## src/rtl/riscv_pkg.sv

```systemverilog
// Shared core definitions: datapath width, reset vector and the fetch queue entry.
package riscv_pkg;

  localparam int unsigned XLEN = 32;
  localparam logic [XLEN-1:0] RESET_PC = 32'h0000_0000;

  typedef struct packed {
    logic [XLEN-1:0] pc;
    logic [XLEN-1:0] instr;
  } fetch_entry_t;

endpackage

```

## src/rtl/sync_fifo.sv

```systemverilog
// Generic synchronous FIFO with flush; head is the oldest entry, read combinationally.
module sync_fifo #(
  parameter type T = logic [31:0],
  parameter int unsigned DEPTH = 4,
  localparam int unsigned AW = (DEPTH > 1) ? $clog2(DEPTH) : 1,
  localparam int unsigned CW = $clog2(DEPTH + 1)
) (
  input  logic          clk,
  input  logic          reset,
  input  logic          push,
  input  T              push_data,
  input  logic          pop,
  input  logic          flush,
  output T              head,
  output logic [CW-1:0] count,
  output logic          empty,
  output logic          full
);

  T              mem [DEPTH];
  logic [AW-1:0] rd_ptr;
  logic [AW-1:0] wr_ptr;
  logic          do_push;
  logic          do_pop;

  // Explicit wrap keeps non-power-of-2 depths correct.
  function automatic logic [AW-1:0] ptr_inc(input logic [AW-1:0] p);
    return (32'(p) == DEPTH - 1) ? '0 : p + AW'(1);
  endfunction

  assign empty   = (count == '0);
  assign full    = (32'(count) == DEPTH);
  assign do_pop  = pop && !empty && !flush;
  assign do_push = push && (!full || do_pop) && !flush;
  assign head    = mem[rd_ptr];

  always_ff @(posedge clk or posedge reset) begin
    if (reset) begin
      rd_ptr <= '0;
      wr_ptr <= '0;
      count  <= '0;
      for (int unsigned i = 0; i < DEPTH; i++) begin
        mem[i] <= '0;
      end
    end else if (flush) begin
      rd_ptr <= '0;
      wr_ptr <= '0;
      count  <= '0;
    end else begin
      if (do_push) begin
        mem[wr_ptr] <= push_data;
        wr_ptr      <= ptr_inc(wr_ptr);
      end
      if (do_pop) begin
        rd_ptr <= ptr_inc(rd_ptr);
      end
      case ({do_push, do_pop})
        2'b10:   count <= count + CW'(1);
        2'b01:   count <= count - CW'(1);
        default: count <= count;
      endcase
    end
  end

endmodule

```

## src/rtl/fetch_prefetch_unit.sv

```systemverilog
// Prefetching instruction fetch stage: credit-limited sequential fetch into a queue, with redirect flush.
module fetch_prefetch_unit #(
  parameter int unsigned     XLEN            = riscv_pkg::XLEN,
  parameter int unsigned     DEPTH           = 4,
  parameter int unsigned     MAX_OUTSTANDING = 2,
  parameter logic [XLEN-1:0] RESET_PC        = riscv_pkg::RESET_PC
) (
  input  logic            clk,
  input  logic            reset,
  input  logic            e_b_taken,
  input  logic [XLEN-1:0] e_alu_y,
  output logic            mem_i_req,
  output logic [XLEN-1:0] mem_i_ra,
  input  logic            mem_i_gnt,
  input  logic            mem_i_rvalid,
  input  logic [XLEN-1:0] mem_i_rd,
  output logic            f_valid,
  output logic [XLEN-1:0] f_instr,
  output logic [XLEN-1:0] f_pc,
  output logic [XLEN-1:0] f_pc4,
  input  logic            d_ready
);

  // XLEN must match riscv_pkg::XLEN since the queue entry type comes from the package.
  import riscv_pkg::*;

  localparam int unsigned CW = $clog2(DEPTH + 1);
  localparam int unsigned OW = $clog2(MAX_OUTSTANDING + 1);

  logic [XLEN-1:0] fetch_pc;
  logic [OW-1:0]   outstanding;
  logic [OW-1:0]   outstanding_next;
  logic [OW-1:0]   discard;
  logic            started;
  logic            primed;
  logic            credit;
  logic            grant;
  logic            push;
  logic            pop;
  fetch_entry_t    push_entry;
  fetch_entry_t    head;
  logic [CW-1:0]   q_count;
  logic            q_empty;
  logic            q_full;
  logic [XLEN-1:0] tag_pc;
  logic [OW-1:0]   tag_count;
  logic            tag_empty;
  logic            tag_full;
  logic            unused_align;

  assign unused_align = ^e_alu_y[1:0];

  // Credit counts in-flight requests against queue space, so every response has a slot.
  assign credit    = (32'(outstanding) + 32'(q_count) < DEPTH) &&
                     (32'(outstanding) < MAX_OUTSTANDING);
  assign mem_i_req = started && credit && !e_b_taken;
  assign mem_i_ra  = fetch_pc;
  assign grant     = mem_i_req && mem_i_gnt;

  assign pop        = f_valid && d_ready && !e_b_taken;
  assign push       = mem_i_rvalid && (discard == '0) && !e_b_taken;
  assign push_entry = '{pc: tag_pc, instr: mem_i_rd};

  always_comb begin
    outstanding_next = outstanding;
    if (grant && !mem_i_rvalid) begin
      outstanding_next = outstanding + OW'(1);
    end else if (!grant && mem_i_rvalid) begin
      outstanding_next = outstanding - OW'(1);
    end
  end

  always_ff @(posedge clk or posedge reset) begin
    if (reset) begin
      fetch_pc    <= RESET_PC;
      outstanding <= '0;
      discard     <= '0;
      started     <= 1'b0;
      primed      <= 1'b0;
    end else begin
      started     <= 1'b1;
      outstanding <= outstanding_next;
      if (push) begin
        primed <= 1'b1;
      end
      if (e_b_taken) begin
        fetch_pc <= {e_alu_y[XLEN-1:2], 2'b00};
        discard  <= outstanding_next;
      end else begin
        if (grant) begin
          fetch_pc <= fetch_pc + XLEN'(4);
        end
        if (mem_i_rvalid && (discard != '0)) begin
          discard <= discard - OW'(1);
        end
      end
    end
  end

  sync_fifo #(
    .T     (fetch_entry_t),
    .DEPTH (DEPTH)
  ) u_queue (
    .clk       (clk),
    .reset     (reset),
    .push      (push),
    .push_data (push_entry),
    .pop       (pop),
    .flush     (e_b_taken),
    .head      (head),
    .count     (q_count),
    .empty     (q_empty),
    .full      (q_full)
  );

  // Tags survive a redirect: discarded responses still retire their tag in order.
  sync_fifo #(
    .T     (logic [XLEN-1:0]),
    .DEPTH (MAX_OUTSTANDING)
  ) u_tags (
    .clk       (clk),
    .reset     (reset),
    .push      (grant),
    .push_data (fetch_pc),
    .pop       (mem_i_rvalid),
    .flush     (1'b0),
    .head      (tag_pc),
    .count     (tag_count),
    .empty     (tag_empty),
    .full      (tag_full)
  );

  assign f_valid = !q_empty;
  assign f_instr = head.instr;
  assign f_pc    = head.pc;
  assign f_pc4   = primed ? head.pc + XLEN'(4) : '0;

  always_ff @(posedge clk) begin
    if (!reset) begin
      assert (32'(outstanding) <= MAX_OUTSTANDING);
      assert (discard <= outstanding);
      assert (32'(q_count) + 32'(outstanding) <= DEPTH);
      assert (!(mem_i_rvalid && (outstanding == '0)));
      assert (!(mem_i_rvalid && tag_empty));
      assert (tag_count == outstanding);
      assert (!(grant && tag_full));
      assert (!(push && q_full && !pop));
    end
  end

endmodule

```

## config.mk

```make
export PLATFORM = sky130hd
export DESIGN_NAME = fetch_prefetch_unit
export DESIGN_NICKNAME = d
export VERILOG_FILES = /design/src/rtl/riscv_pkg.sv /design/src/rtl/sync_fifo.sv /design/src/rtl/fetch_prefetch_unit.sv
export SDC_FILE = /design/constraint.sdc
export NUM_CORES = 1
export LEC_CHECK = 0
export CORE_MARGIN = 2
export CORE_UTILIZATION = 58
export CTS_BUF_LIST = sky130_fd_sc_hd__clkbuf_8
export DETAILED_ROUTE_END_ITERATION = 10
export PLACE_DENSITY = 0.88
export SKIP_LAST_GASP = 1
export SLEW_MARGIN = 0
export SYNTH_ARGS = -nofsm -noshare
export SYNTH_HDL_FRONTEND = slang
export SYNTH_SLANG_ARGS = --single-unit
```

## constraint.sdc

```tcl
create_clock -name clk -period 15.8 [get_ports clk]
set_input_delay 3.16 -clock clk [delete_from_list [all_inputs] [get_ports clk]]
set_output_delay 3.16 -clock clk [all_outputs]
set_load 0.05 [all_outputs]
```

==> results of run 1 <==
power by group:
part,internal [uW],total (uW),switching [uW]
Clock,406,757,351
Sequential,1160,1330,170
Combinational,661,1700,1040
placed cells by master, fill, tap and decap left out, types with 9 or more instances in the layout:
master and instances:
nand4_1 11, mux4_2 55, nand2_1 168, and2_1 10, or4_1 9, and4_1 10, dfrtp_1 353, nor3_1 9
inv_1 39, ha_1 10, a21oi_1 24, nand3_1 23, buf_4 9, mux2_2 189, clkdlybuf4s50_1 190, mux2i_1 37
xor2_1 10, xnor2_1 20, or3_1 16, clkbuf_8 72, nor2_1 32, o21ai_0 150
path summary, 6_finish.rpt:
path | to | startpoint | slack, ps
setup reg to reg | u_tags.mem[50]$_DFFE_PP0P_ | u_queue.count[1]$_DFFE_PP0P_ | 12130
max in group asynchronous | u_queue.mem[192]$_DFFE_PP0P_ | reset | 11000
hold / removal | u_queue.mem[107]$_DFFE_PP0P_ | u_queue.mem[107]$_DFFE_PP0P_ | 470
hold reg to reg | u_queue.mem[107]$_DFFE_PP0P_ | u_queue.mem[107]$_DFFE_PP0P_ | 470
min in group asynchronous | u_queue.mem[217]$_DFFE_PP0P_ | reset | 3190
setup / recovery | mem_i_req | e_b_taken | 7670
flip-flops by register name, summed over array words and instances (netlist names), 2 cells and up:
| name | cells |
|---|---|
| discard | 2 |
| mem_i_ra | 30 |
| outstanding | 2 |
| u_queue.count | 3 |
| u_queue.mem | 248 |
| u_queue.rd_ptr | 2 |
| u_queue.wr_ptr | 2 |
| u_tags.count | 2 |
| u_tags.mem | 60 |
metrics by stage:
stage	setup slack, ps	utilization	cells
6_report	7672	0.7042	1918
5_1_grt	7548	0.7042	1918
4_1_cts	7675	0.7042	1918
3_3_place_gp	7714	0.6645	1819
2_1_floorplan	2791	-	1331
3_5_place_dp	7690	0.6645	1819
worst reg2reg max path: cells and delay by family, from the launching register on:
kind,cells,cell delay [ps]
DFF,1,450
muxes,1,380
adders and majority gates,1,230
buffers and inverters,1,380
and+or+nand+nor,4,2120
final cells by class:
| class | instances | area (um2) | area share |
|---|---|---|---|
| flip-flops and latches | 355 | 8889 | 0.4531 |
| clock inverters | 27 | 116.4 | 0.005931 |
| clock buffers | 72 | 991.0 | 0.05051 |
| multi-input cells | 866 | 7093 | 0.3615 |
| inverters | 20 | 82.58 | 0.004209 |
| repair buffers | 200 | 1974 | 0.1006 |
| well taps | 378 | 473.0 | 0.02411 |
layer usage:
layer / wire (um) / global-route usage
met1: 15880 / 0.3378
met2: 18800 / 0.4464
met3: 2366 / 0.05104
met4: 790 / 0.08001
met5: 0 / 0
cells by family after synthesis:
logic type | Yosys count | share of synthesized area
adder cells (fa/ha/maj) | 11 | 0.008820
AO/OA/AOI/OAI | 211 | 0.07140
buffers and inverters | 110 | 0.03254
AND/OR/NAND/NOR | 319 | 0.09269
other | 2 | 0.0004564
multiplexers | 288 | 0.2383
flip-flops | 355 | 0.5398
XOR/XNOR | 30 | 0.01597
==> metrics.txt, run 1 <==
outcome=finished, final reports clean; initial antenna violation count=0; MaxCap Viol Count=0; Worst Skew=16.99 ps; part of the cycle the worst path needs=0.5144; final setup fails=0; cell depth of the worst setup path=5; CTS tree=built; crit-path max cell delay=810 ps; Max Root-Sink Buffers=3; routability cong.=0.8505; Area contributors post-synth=dfrtp_1 54%, mux2_2 13%, mux4_2 7.5%; Critical Path Sink Type=primary output; Initial Util=0.5907; number of synthesized flops with an enable pin=0; post-route ant nets=0; area of the mapped netlist=16460 um2; Die Span X=172.4 um; Rel. slew slack=0.2433; CTS Buf Count=56; crit-path cells=buf_2, buf_4, nor4_2, and3_1, clkdlybuf4s50_1; Fin Hold WS=474.0 ps; Routed wire per std cell=19.73 um; DRC violations left=0; unrepaired setup endpoints after global routing=false; final hold violations=0; hold bufs inserted after CTS=0; Hold Crit Depth=2; postcts setup bufs=0; critical path peak fanout=53; Final Instance Area=19620 um2; static leakage=0.008756 uW; post-cts resize count=0; DRT Pass-1 Iters=5; Worst Hold Class=reg2reg; initial drt markers=874; Max Clk Rate=123.0 MHz; H-tree levels=2; Die Height=172.4 um; vias in the first global route=12090; P per Cell Area=193.1 nW/um2; Filler cells=1882; area grow syn2layout=19.22%; most frequent cell after synthesis=dfrtp_1; PortBufs=191; Synth Area per Inst=12.41 um2; Async S/R FF share, synth=1.000; CP Class=in2out; Worst Tran Pin Value=1135 ps; Ant. Diodes=0; Worst-path clk slew=60 ps; share of synthesized area occupied by flip-flops and latches=0.5398; Placeable Area=27860 um2; Worst R2R Path Depth=7; clock root cell=clkbuf_8; DPL Wire Length=23830 um; synth cell count leaders=355 x dfrtp_1, 189 x mux2_2, 172 x nand2_1, 150 x o21ai_0, 64 x clkbuf_1; Synth Warn #=0; DR vias/cell=5.974; Rows=61; worst vdd ir=113.4 uV; Final TNS setup=0 ps; die area=29740 um2; top-area cell type share of the netlist area=0.5398; CP Launch Type=input pin; placed inst area=18510 um2; CP max stage cell=clkdlybuf4s50_1; Total Power=3788 uW; Critical Path AT=4970 ps; dominant cell type by area after synthesis=dfrtp_1; fin crit period=8128 ps; nets=1580; # clock sinks=355; worst path buffer plus inverter count=3; largest net degree at the start of global routing=145; final WL=37840 um; Syn Inst Count=1326; main flop type after synthesis=dfrtp_1; Via Count=11460; Clock Latency Late Sink=590 ps; number of synthesized register bits=355; Slew Viols, Final=0; share of post-route cells with drive strength above 1=0.2273; gr usage total=0.2605; total congestion overflow=0; IO Pins=200; Worst path top cell family by delay=buffers and inverters; WP data required=12640 ps; first-pass GRT wire length=61080 um; synth unique cells=55
Power figures use the tool's default switching activity.
==> run 2: changes to the inputs <==
Settings changed: CORE_UTILIZATION 58 to 52, PLACE_DENSITY 0.88 to 0.83.
Clock period 15.8 ns to 6.5 ns, I/O delays scaled along.
==> run 2 against run 1 <==
Compared with the run above: die area up 11%; via count decreased by 2.0%; global-route usage decreased by 3.4 points; utilization shrank 7.5 points; sequential power grew 140%; clock power grew to 2.5 times the previous value; critical endpoint is now f_pc4[26]; highest routed layer unchanged.
==> metrics.txt, run 2 (synthesis results as in run 1) <==
outcome=finished, final reports clean; post-cts resize count=0; PortBufs=191; most common cell after layout, fill and taps aside=dfrtp_1; final WL=36700 um; Via Count=11230; DPL Wire Length=23450 um; vias in the first global route=11640; R2R Path Start=u_queue.count[1]$_DFFE_PP0P_; Worst Tran Pin Value=1140 ps; Rel. slew slack=0.2397; RR Endpoint=mem_i_ra[27]$_DFFE_PP0N_; Worst Hold Class=reg2reg; die area=33080 um2; Routed wire per std cell=18.88 um; Die Height=181.9 um; max reg flops=248; Initial Util=0.5242; part of the cycle the worst path needs=0.8946; initial antenna violation count=0; crit-path cells=mux4_1, ha_1, nand4_1, or4_4, or4_1, a21oi_1, clkdlybuf4s50_1; postcts setup bufs=0; placed inst area=18610 um2; CP max stage cell=clkdlybuf4s50_1; hold bufs inserted after CTS=0; MaxCap Viol Count=0; largest net degree at the start of global routing=95; P per Cell Area=466.1 nW/um2; Max Root-Sink Buffers=3; Worst path top cell family by delay=simple AND/OR/NAND/NOR gates; CP Class=reg2out; CP endpoint=f_pc4[26]; final setup fails=0; unrepaired setup endpoints after global routing=false; post-route ant nets=0; area grow syn2layout=20.06%; Placeable Area=31390 um2; DR vias/cell=5.774; Die Span X=181.9 um; critical path peak fanout=29; Placed Cells=1846; WP data required=5200 ps; final hold violations=0; Worst Skew=33.13 ps; Worst-path clk slew=60 ps; Final Instance Area=19760 um2; Worst R2R Path Depth=6; CP startpoint=u_queue.rd_ptr[0]$_DFFE_PP0P_; most frequent cells in the layout=353 x dfrtp_1, 190 x clkdlybuf4s50_1, 189 x mux2_2; initial drt markers=844; Max Clk Rate=172.0 MHz; worst path buffer plus inverter count=1; crit-path max cell delay=840 ps; Non-Filler Instances=1944; total congestion overflow=0; DRT Pass-1 Iters=4; DRC violations left=0; Critical Path Sink Type=primary output; routability cong.=0.8292; FF-to-FF setup slack=3200 ps; gr usage total=0.2267; cell depth of the worst setup path=7; worst vdd ir=263.9 uV; # clock sinks=355; H-tree levels=2; clock root cell=clkbuf_8; share of post-route cells with drive strength above 1=0.2296; Largest Register=u_queue.mem; nets=1583; fin crit period=5815 ps; Ant. Diodes=0; min-delay src=u_tags.rd_ptr$_DFFE_PP0P_; Rows=65; CP Launch Type=register; Critical Path AT=4510 ps; Slew Viols, Final=0; Clock Latency Late Sink=600 ps; first-pass GRT wire length=60330 um; CTS Buf Count=56; static leakage=0.008789 uW; CTS tree=built; IO Pins=200; Final TNS setup=0 ps
[run 2: changes by cell type in the layout (fill, tap and decap cells not counted)]
cell / change
buf_12: +4
clkbuf_8: +2
clkinv_2: -2
clkinvlp_4: +2
inv_1: -2
buf_4: -1
bufinv_16: +1
inv_6: -1
inv_8: -1
[run 2: cell type report]
| cell class | count | area (um2) |
|---|---|---|
| fill | 2398 | 11640 |
| sequential | 355 | 8889 |
| multi-input combinational | 866 | 7093 |
| timing repair buffer | 203 | 2047 |
| clock buffer | 74 | 1018 |
| tap | 402 | 503.0 |
| clock inverter | 24 | 127.6 |
| inverter | 20 | 78.83 |
[run 2: worst min path at each step]
stage	endpoint	slack, ps	depth (start not counted)
6_report	u_tags.rd_ptr$_DFFE_PP0P_	470	1
5_1_grt	u_tags.rd_ptr$_DFFE_PP0P_	480	1
4_1_cts	u_tags.rd_ptr$_DFFE_PP0P_	470	1
3_5_place_dp	u_tags.rd_ptr$_DFFE_PP0P_	460	1
3_3_place_gp	u_queue.mem[113]$_DFFE_PP0P_	450	2
2_1_floorplan	u_queue.mem[162]$_DFFE_PP0P_	440	2
[run 2: power breakdown]
part | internal [uW] | switching (uW)
sequential | 2820 | 398
combinational | 1610 | 2480
clock | 1050 | 849
total | 5480 | 3730
[run 2: through the flow]
| stage | hold slack [ps] | total power [uW] | utilization | worst slack (ps) |
|---|---|---|---|---|
| 2_1_floorplan | 441.6 | 6103 | - | 443.7 |
| 3_3_place_gp | 452.9 | 7214 | 0.5928 | 1293 |
| 3_5_place_dp | 461.1 | 7355 | 0.5928 | 1239 |
| 4_1_cts | 470.7 | 9269 | 0.6293 | 587.4 |
| 5_1_grt | 480.8 | 9672 | 0.6293 | 360.0 |
| 6_report | 468.1 | 9209 | 0.6293 | 685.2 |
[run 2: per-layer routing]
metal	GRT usage	vias to the layer above	wire length, um
met1	0.3144	5669	16460
li1	-	5145	-
met4	0.07032	0	879
met5	0	-	0
met3	0.04112	71	2113
met2	0.3680	340	17240
